### src/rtl/updown_sweep_ctrl.sv
`default_nettype none
// ============================================================================
// Module      : updown_sweep_ctrl
// Description : Sequences an up/down counter through repeated sweeps between
//               a programmable lower and upper bound (lo -> hi -> lo is one
//               pass). It can hold the count for a programmable number of
//               extra cycles at each turning point. It provides a
//               start/busy/done handshake, a one-cycle error pulse when a
//               start is rejected, and an abort input.
//
// Ports       :
//   clk       in   rising-edge clock
//   rst       in   asynchronous reset, active low
//   start     in   command strobe, only looked at while idle
//   abort     in   stops the sweep on the next edge (highest priority)
//   lo        in   [WIDTH]   lower bound, captured on an accepted start
//   hi        in   [WIDTH]   upper bound, captured on an accepted start
//   repeats   in   [RPT_W]   number of full passes, captured on start
//   dwell     in   [DWELL_W] extra hold cycles at turning points
//   cnt       out  [WIDTH]   counter value to the datapath
//   dir       out  1 = counting up, 0 = counting down
//   busy      out  sweep in progress
//   done      out  one-cycle pulse on normal completion
//   err       out  one-cycle pulse on a rejected start
//   pass_cnt  out  [RPT_W]   passes completed in the current/last sweep
//
// Revision    : 1.0  initial release
// ============================================================================
module updown_sweep_ctrl #(
  parameter int WIDTH   = 3,
  parameter int RPT_W   = 4,
  parameter int DWELL_W = 4
) (
  input  logic               clk,
  input  logic               rst,
  input  logic               start,
  input  logic               abort,
  input  logic [WIDTH-1:0]   lo,
  input  logic [WIDTH-1:0]   hi,
  input  logic [RPT_W-1:0]   repeats,
  input  logic [DWELL_W-1:0] dwell,
  output logic [WIDTH-1:0]   cnt,
  output logic               dir,
  output logic               busy,
  output logic               done,
  output logic               err,
  output logic [RPT_W-1:0]   pass_cnt
);

  localparam logic [WIDTH-1:0]   c_cnt_one   = WIDTH'(1);
  localparam logic [RPT_W-1:0]   c_pass_one  = RPT_W'(1);
  localparam logic [DWELL_W-1:0] c_dwell_one = DWELL_W'(1);

  typedef enum logic [2:0] {
    S_IDLE   = 3'd0,
    S_UP     = 3'd1,
    S_PEAK   = 3'd2,
    S_DOWN   = 3'd3,
    S_TROUGH = 3'd4
  } state_t;

  state_t             r_state;

  // Configuration captured on an accepted start; the live inputs are
  // don't-care for the rest of the sweep.
  logic [WIDTH-1:0]   r_lo;
  logic [WIDTH-1:0]   r_hi;
  logic [RPT_W-1:0]   r_rpt;
  logic [DWELL_W-1:0] r_dwell;

  // Remaining extra hold cycles at the current turning point.
  logic [DWELL_W-1:0] r_dcnt;

  logic [WIDTH-1:0]   w_cnt_inc;
  logic [WIDTH-1:0]   w_cnt_dec;
  logic [RPT_W-1:0]   w_pass_next;
  logic               w_cfg_bad;
  logic               w_dwell_done;
  logic               w_last_pass;
  logic               w_step_up;
  logic               w_step_down;
  logic               w_finish;

  // A sweep is only meaningful with a non-empty range and at least one pass.
  assign w_cfg_bad    = (lo >= hi) || (repeats == '0);

  // The counter never steps past a bound, so these cannot wrap while the
  // step is actually applied.
  assign w_cnt_inc    = cnt + c_cnt_one;
  assign w_cnt_dec    = cnt - c_cnt_one;
  assign w_pass_next  = pass_cnt + c_pass_one;

  assign w_dwell_done = (r_dcnt == '0);
  assign w_last_pass  = (pass_cnt == r_rpt);

  // The turning-point states do double duty. When their hold time runs out,
  // they perform the first step of the next leg. The trough also hosts the
  // single-cycle final lo before done, because r_dcnt is loaded with zero
  // on the last pass.
  assign w_step_up    = (r_state == S_UP) ||
                        ((r_state == S_TROUGH) && w_dwell_done && !w_last_pass);
  assign w_step_down  = (r_state == S_DOWN) ||
                        ((r_state == S_PEAK) && w_dwell_done);
  assign w_finish     = (r_state == S_TROUGH) && w_dwell_done && w_last_pass;

  always_ff @(posedge clk or negedge rst) begin
    if (!rst) begin
      r_state  <= S_IDLE;
      r_lo     <= '0;
      r_hi     <= '0;
      r_rpt    <= '0;
      r_dwell  <= '0;
      r_dcnt   <= '0;
      cnt      <= '0;
      dir      <= 1'b0;
      busy     <= 1'b0;
      done     <= 1'b0;
      err      <= 1'b0;
      pass_cnt <= '0;
    end else begin
      done <= 1'b0;
      err  <= 1'b0;

      if (r_state == S_IDLE) begin
        // Abort in the same cycle suppresses the start, including its error.
        if (start && !abort) begin
          if (w_cfg_bad) begin
            err <= 1'b1;
          end else begin
            r_lo     <= lo;
            r_hi     <= hi;
            r_rpt    <= repeats;
            r_dwell  <= dwell;
            r_dcnt   <= '0;
            cnt      <= lo;
            dir      <= 1'b1;
            busy     <= 1'b1;
            pass_cnt <= '0;
            r_state  <= S_UP;
          end
        end
      end else if (abort) begin
        // cnt, dir and pass_cnt keep their last values for inspection.
        r_state <= S_IDLE;
        r_dcnt  <= '0;
        busy    <= 1'b0;
      end else if (w_step_up) begin
        cnt <= w_cnt_inc;
        dir <= 1'b1;
        // When lo+1 == hi, the first step out of the trough already lands
        // on the peak. The check therefore sits on every upward step.
        if (w_cnt_inc == r_hi) begin
          if (r_dwell == '0) begin
            r_state <= S_DOWN;
          end else begin
            r_state <= S_PEAK;
            r_dcnt  <= r_dwell;
          end
        end else begin
          r_state <= S_UP;
        end
      end else if (w_step_down) begin
        cnt <= w_cnt_dec;
        dir <= 1'b0;
        if (w_cnt_dec == r_lo) begin
          pass_cnt <= w_pass_next;
          r_state  <= S_TROUGH;
          // The final trough is shown for one cycle only, with no dwell.
          r_dcnt   <= (w_pass_next == r_rpt) ? '0 : r_dwell;
        end else begin
          r_state <= S_DOWN;
        end
      end else if (w_finish) begin
        r_state <= S_IDLE;
        busy    <= 1'b0;
        done    <= 1'b1;
      end else if (!w_dwell_done) begin
        r_dcnt <= r_dcnt - c_dwell_one;
      end else begin
        // Only unused state encodings reach this branch; drop back to idle.
        r_state <= S_IDLE;
        r_dcnt  <= '0;
        busy    <= 1'b0;
      end
    end
  end

endmodule
`default_nettype wire

### config.mk
export PLATFORM = sky130hd
export DESIGN_NAME = updown_sweep_ctrl
export DESIGN_NICKNAME = d
export VERILOG_FILES = /design/src/rtl/updown_sweep_ctrl.sv
export SDC_FILE = /design/constraint.sdc
export NUM_CORES = 1
export LEC_CHECK = 0
export CAP_MARGIN = 20
export CORE_ASPECT_RATIO = 1.1
export CORE_UTILIZATION = 45
export CTS_CLUSTER_SIZE = 40
export DETAILED_ROUTE_END_ITERATION = 16
export HOLD_SLACK_MARGIN = 0.06
export PLACE_DENSITY = 0.71
export SKIP_LAST_GASP = 1
export SYNTH_ARGS = -nofsm -noshare
export SYNTH_HDL_FRONTEND = slang
export SYNTH_SLANG_ARGS = --single-unit
export TNS_END_PERCENT = 5
### constraint.sdc
create_clock -name clk -period 2.19 [get_ports clk]
set_clock_uncertainty 0.05 [all_clocks]
set_input_delay 0.219 -clock clk [delete_from_list [all_inputs] [get_ports clk]]
set_output_delay 0.219 -clock clk [all_outputs]
set_load 0.005 [all_outputs]
# Yosys cells after proc, flatten, opt, wreduce, memory -nomap -nowiden
# Cells that the tools add are included.
word_totals:
  ram_bits: 0
  n_memories: 0
  register_bits: 32
  in_bits: 18
  romBits: 0
  latchBits: 0
classes:
  n_eq_ne: 18
  bitwise: 1
  multipliers: 0
  mux: 54
  shifts: 0
  div: 0
  n_reduce_logical: 25
  n_addsub: 4
  magnitude_cmp: 1
ops:
  columns: ["cell", "count"]
  rows:
  - ["$mux W4", 17]
  - ["$mux W3", 16]
  - ["$mux W1", 21]
  - ["$logic_not A4 Y1", 3]
  - ["$reduce_and A6 Y1", 2]
  - ["$eq A4 B4 Y1", 2]
  - ["$eq A3 B2 Y1 const B", 2]
  - ["$eq A3 B3 Y1", 2]
  - ["$ne A2 B1 Y1 const B", 3]
  - ["$ne A3 B2 Y1 const B", 2]
  - ["$reduce_and A3 Y1", 2]
  - ["$reduce_bool A6 Y1", 1]
  - ["$logic_and A1 B1 Y1", 5]
  - ["$ne A5 B3 Y1 const B", 1]
  - ["$ne A5 B4 Y1 const B", 1]
  - ["$reduce_and A5 Y1", 1]
  - ["$add A4 B1 Y4 const B", 1]
  - ["$ne A4 B2 Y1 const B", 1]
  - ["$ne A4 B4 Y1 const B", 1]
  - ["$reduce_and A4 Y1", 1]
  - ["$reduce_bool A2 Y1", 2]
  - ["$reduce_bool A4 Y1", 1]
  - ["$sub A4 B1 Y4 const B", 1]
  - ["$add A3 B1 Y3 const B", 1]
  - ["other kinds (10)", 13]

# Depth between registers and ports, before layout
logic_depth:
  word_depth: 8
  mapped_depth: 9
  depth_no_buf: 8

# Worst setup path after synthesis
# OpenSTA, ideal clock, no wires.
synth_path:
  kind: "input to register"
  start: "input lo[0]"
  end: "register cnt[2]"
  arrival_ns: 2.192
  slack_ns: -0.174
  path_stages: 9
  cell_sequence: "inv_1 ha_1 or3b_4 a211oi_4 a21oi_2 or3_1 clkbuf_2 or3_1 o221a_2"
synth_between:
  elab_chain_cells: 4
synth_lines:
  columns: ["item", "line", "rtl"]
  rows:
  - ["from (decl)", "38", "input logic [WIDTH-1:0] lo,"]
  - ["$ge A3 B3 Y1", "85", "assign w_cfg_bad = (lo >= hi) || (repeats == '0);"]
  - ["$logic_or A1 B1 Y1", "85", null]
  - ["$ne A2 B2 Y1 (no source line)", null, null]
  - ["$reduce_and A4 Y1 (no source line)", null, null]
  - ["to (signal assigned)", "135", "cnt <= lo;"]
  - ["to (signal assigned)", "148", "cnt <= w_cnt_inc;"]
  - ["to (signal assigned)", "163", "cnt <= w_cnt_dec;"]
  - ["to (decl)", "42", "output logic [WIDTH-1:0] cnt,"]
# Every way passes these cells.
# A chain may end at the register's enable or synchronous reset.

# Final worst setup path
layout_path:
  start: "input hi[0]"
  end: "register cnt[2]"
layout_between:
  elab_chain_cells: 4
layout_lines:
  columns: ["item", "line", "rtl"]
  rows:
  - ["from (decl)", "39", "input logic [WIDTH-1:0] hi,"]
  - ["$ge A3 B3 Y1", "85", null]
  - ["$logic_or A1 B1 Y1", "85", null]
  - ["$ne A2 B2 Y1 (no source line)", null, null]
  - ["$reduce_and A4 Y1 (no source line)", null, null]
# Every way passes these cells.

==> results.rst <==
.. list-table::
   :header-rows: 1

   * - Metric
     - Value
   * - Number of hold violations in the final report
     - 0
   * - Summed area of non-filler cells in the final layout
     - 2760 um^2
   * - Endpoint kind of the worst setup timing path
     - flip-flop
   * - I/O pin count
     - 29
   * - Starting DRC count in detailed routing
     - 46
   * - Worst-case headroom to the max-slew limit
     - 62.5%
   * - Hpwl dp
     - 3540 um
   * - Transition at the pin with the smallest max-transition slack
     - 557 ps
   * - Met2 global-route usage
     - 40.8%
   * - Fraction of the yosys area taken by sequential cells
     - 41.7%
   * - Worst-case clock buffer depth
     - 2
   * - Number of setup violations in the final report
     - 6
   * - Via density per instance
     - 5.50
   * - Buffers plus inverters on the worst setup path
     - 1
   * - H-Tree Depth
     - 2
   * - Post-detailed-route DRC marker count
     - 0
   * - Number of standard-cell rows in the floorplan
     - 24
   * - Overall global routing resource usage
     - 23.3%
   * - Achievable clock frequency
     - 0.448 GHz
   * - Die Wd
     - 64.3 um
   * - Highest cell delay on the worst timing path
     - 400 ps
   * - Combined area of all synthesized cells
     - 1920 um^2
   * - Required time at the worst-slack endpoint
     - 2310 ps
   * - Clock Sinks
     - 32
   * - Number of register bits inferred by synthesis
     - 32
   * - Fin crit period
     - 2230 ps
   * - Setup repair after global routing missed its margin
     - true
   * - Failing checks
     - setup timing
   * - Largest net degree at the start of global routing
     - 33
   * - Routing layer with the top usage in global route
     - met2
   * - Met1 layer usage reported by global route
     - 28.2%
   * - Footprint of the flip-flops and latches
     - 802 um^2
   * - Part of the cycle the worst path needs
     - 102%
   * - Final worst slack
     - -41.3 ps
   * - Clock insertion delay at the later pin of the skew report
     - 290 ps
   * - Area delta synth->final
     - 43.8%
   * - Maximum fanout along the worst path
     - 3
   * - Most frequent cells in the layout
     - 39 x sky130_fd_sc_hd__buf_4, 31 x sky130_fd_sc_hd__dfrtp_1, 24 x sky130_fd_sc_hd__clkdlybuf4s50_1
   * - Library cell contributing the largest single delay on the critical path
     - sky130_fd_sc_hd__or3b_4
   * - Critical Path Start Type
     - input port
   * - Count of cell types in the netlist
     - 48
   * - Area taken by multi-input logic gates
     - 1150 um^2
   * - Synthesized area per cell
     - 10.4 um^2
   * - Max-cap viol count
     - 0
   * - Global-route wire length before repair
     - 8150 um
   * - Data arrival at the endpoint of the critical path
     - 2350 ps
   * - Mapped Cells
     - 184
   * - Critical-path cell list
     - dlygate4sd2_1, ha_4, or3b_4, a211oi_4, a21oi_2, or3_1, or3_1, o221a_2
   * - ANT nets after route
     - 0
   * - Number of optimization iterations in the first detailed-route pass
     - 7
   * - Number of filler cells placed in the layout
     - 321
   * - FF-to-FF setup slack
     - -40 ps
   * - Most common cell type on the critical path
     - sky130_fd_sc_hd__or3_1
   * - Status
     - finished with violations
   * - DR WL/cell
     - 16.0 um
   * - Share of async-settable or async-resettable flops after synthesis
     - 100%
   * - Worst min-delay path category
     - in -> reg
   * - TritonCTS Buffers
     - 5
   * - Clk Tree Root Cell
     - sky130_fd_sc_hd__clkbuf_8
   * - Total detailed-routing wirelength
     - 4900 um
   * - Top-area cell type share of the netlist area
     - 41.7%
   * - Number of global-route vias before repair
     - 1810
   * - Cells taking the most area after synthesis
     - sky130_fd_sc_hd__dfrtp_1 42%, sky130_fd_sc_hd__mux2_2 8.8%, sky130_fd_sc_hd__ha_1 5.2%, sky130_fd_sc_hd__xnor2_1 3.6%, sky130_fd_sc_hd__xor2_1 3.2%
   * - Area of placed instances
     - 2520 um^2
   * - Layout cells sized above 1
     - 36.1%
   * - Number of antenna violations at the first check in global routing
     - 0
   * - Total overflow reported by the global router
     - 0
   * - Top Family by Delay on Critical Path
     - simple AND/OR/NAND/NOR gates
   * - Commonest register cell after synthesis
     - sky130_fd_sc_hd__dfrtp_1
   * - GP Congestion
     - 0.849
   * - Met3 layer usage reported by global route
     - 4.35%
   * - Max IR drop VDD
     - 0.818 mV
   * - Power density over the cells
     - 1650 nW/um^2
   * - Initial core utilization
     - 47.8%
   * - Leakage power of the design
     - 1.22 nW
   * - Antenna diodes
     - 0
   * - Most common library cell in the layout ignoring fill and taps
     - sky130_fd_sc_hd__buf_4
   * - Clock transition at path regs
     - 60 ps
   * - Nets in the synthesized netlist
     - 210
   * - Vert. Die Dim
     - 70.5 um
   * - Yosys Warn Count
     - 0
   * - Area leader, netlist
     - sky130_fd_sc_hd__dfrtp_1
   * - Count of flip-flops with a built-in enable after synthesis
     - 0
   * - TritonCTS clock tree
     - yes
   * - Final count of pins violating max slew
     - 0
   * - Fin Hold WS
     - 237 ps
   * - Placeable core area
     - 4020 um^2
   * - Via count
     - 1688
   * - Number of buffers added on ports
     - 28
   * - Path type of the worst setup path
     - in -> reg
   * - Total Die Area
     - 4540 um^2
   * - Final-stage net count
     - 280
-- worst register-to-register path, cell delays in order (launching register included) --
cell                      delay [ps]
sky130_fd_sc_hd__dfrtp_2         430
sky130_fd_sc_hd__ha_2            220
sky130_fd_sc_hd__xnor2_2         140
sky130_fd_sc_hd__xnor2_1         150
sky130_fd_sc_hd__or3_1           370
sky130_fd_sc_hd__a31o_4          250
sky130_fd_sc_hd__or3_4           370
sky130_fd_sc_hd__mux2i_1         140
-- synth_stat cells, drive strengths merged, types with 2 or more instances --
| library cell | number |
|---|---|
| dfrtp | 32 |
| mux2 | 15 |
| inv | 13 |
| nand2 | 13 |
| nor2 | 10 |
| ha | 8 |
| xnor2 | 8 |
| a21oi | 7 |
| xor2 | 7 |
| nor3 | 6 |
| o21ai | 6 |
| mux2i | 5 |
| nand3 | 5 |
| or3 | 5 |
| a31oi | 4 |
| nor4 | 4 |
| clkbuf | 3 |
| nand2b | 3 |
| o2bb2ai | 3 |
| a31o | 2 |
| and3 | 2 |
| nor2b | 2 |
| o21a | 2 |
| o22ai | 2 |
| o31a | 2 |
| o31ai | 2 |
-- power by group --
part | switching (mW) | internal, mW | total [mW]
clock | 0.222 | 0.401 | 0.623
combinational | 1.28 | 1.57 | 2.85
sequential | 0.247 | 0.854 | 1.10
total | 1.75 | 2.82 | 4.57
-- layout make-up --
| class | count | area share, % |
|---|---|---|
| Clock buffer | 7 | 3.49 |
| Clock inverter | 1 | 1.09 |
| Inverter | 13 | 2.04 |
| Multi-Input combinational cell | 135 | 41.6 |
| Sequential cell | 32 | 29.0 |
| Tap cell | 52 | 2.36 |
| Timing Repair Buffer | 67 | 20.4 |
-- metrics by stage --
step | setup slack, ps | util [%] | setup TNS, ps | cells | total power, mW
6_report | -41.3 | 68.7 | -204 | 307 | 4.57
5_1_grt | -107 | 68.7 | -1470 | 307 | 4.87
4_1_cts | -42.0 | 67.3 | -184 | 304 | 4.37
3_5_place_dp | -642 | 62.7 | -16200 | 292 | 3.61
3_3_place_gp | -597 | 62.7 | -14470 | 292 | 3.51
2_1_floorplan | -83.5 | - | -969 | 184 | 2.64
-- logic make-up after synthesis --
group                      Yosys count  share of synthesized area (%)
AOI/OAI and AO/OA                   35                           13.7
and+or+nand+nor                     56                           16.5
muxes                               20                           11.4
adders and majority gates            8                           5.21
buffers and inverters               17                           3.45
xor gates and xnor gates            16                           8.07
DFF                                 32                           41.7
-- per-layer routing --
| layer | routed length, um | vias up |
|---|---|---|
| met4 | 83 | 0 |
| met2 | 2600 | 56 |
| li1 | - | 799 |
| met5 | 0 | - |
| met1 | 1990 | 823 |
| met3 | 233 | 10 |
-- what timing repair did --
item / 4_1_cts / 5_1_grt
pin swaps: 6 / 5
endpoints found under the setup margin: 29 / 28
hold buffers: 0 / 0
gates resized for setup: 12 / 9
buffers inserted: 4 / 3
-- registers in the layout (all words and copies together) (netlist names) --
signal and cells:
pass_cnt 4, r_dcnt 4, r_dwell 4, r_rpt 4
cnt 3, r_hi 3, r_lo 3, r_state 3
busy 1, dir 1, done 1, err 1
-- path summary, 6_finish.rpt --
| kind | from | endpoint | cells past startpoint |
|---|---|---|---|
| min in group asynchronous | rst | done$_DFF_PN0_ | 2 |
| max in group asynchronous | rst | cnt[0]$_DFFE_PN0P_ | 2 |
| min | lo[0] | r_lo[0]$_DFFE_PN0P_ | 2 |
| max | hi[0] | cnt[2]$_DFFE_PN0P_ | 8 |
| min reg2reg | r_lo[1]$_DFFE_PN0P_ | r_lo[1]$_DFFE_PN0P_ | 1 |
| max reg2reg | cnt[0]$_DFFE_PN0P_ | r_dcnt[0]$_DFFE_PN0P_ | 7 |
No activity file was read; power rests on OpenSTA's default activity.
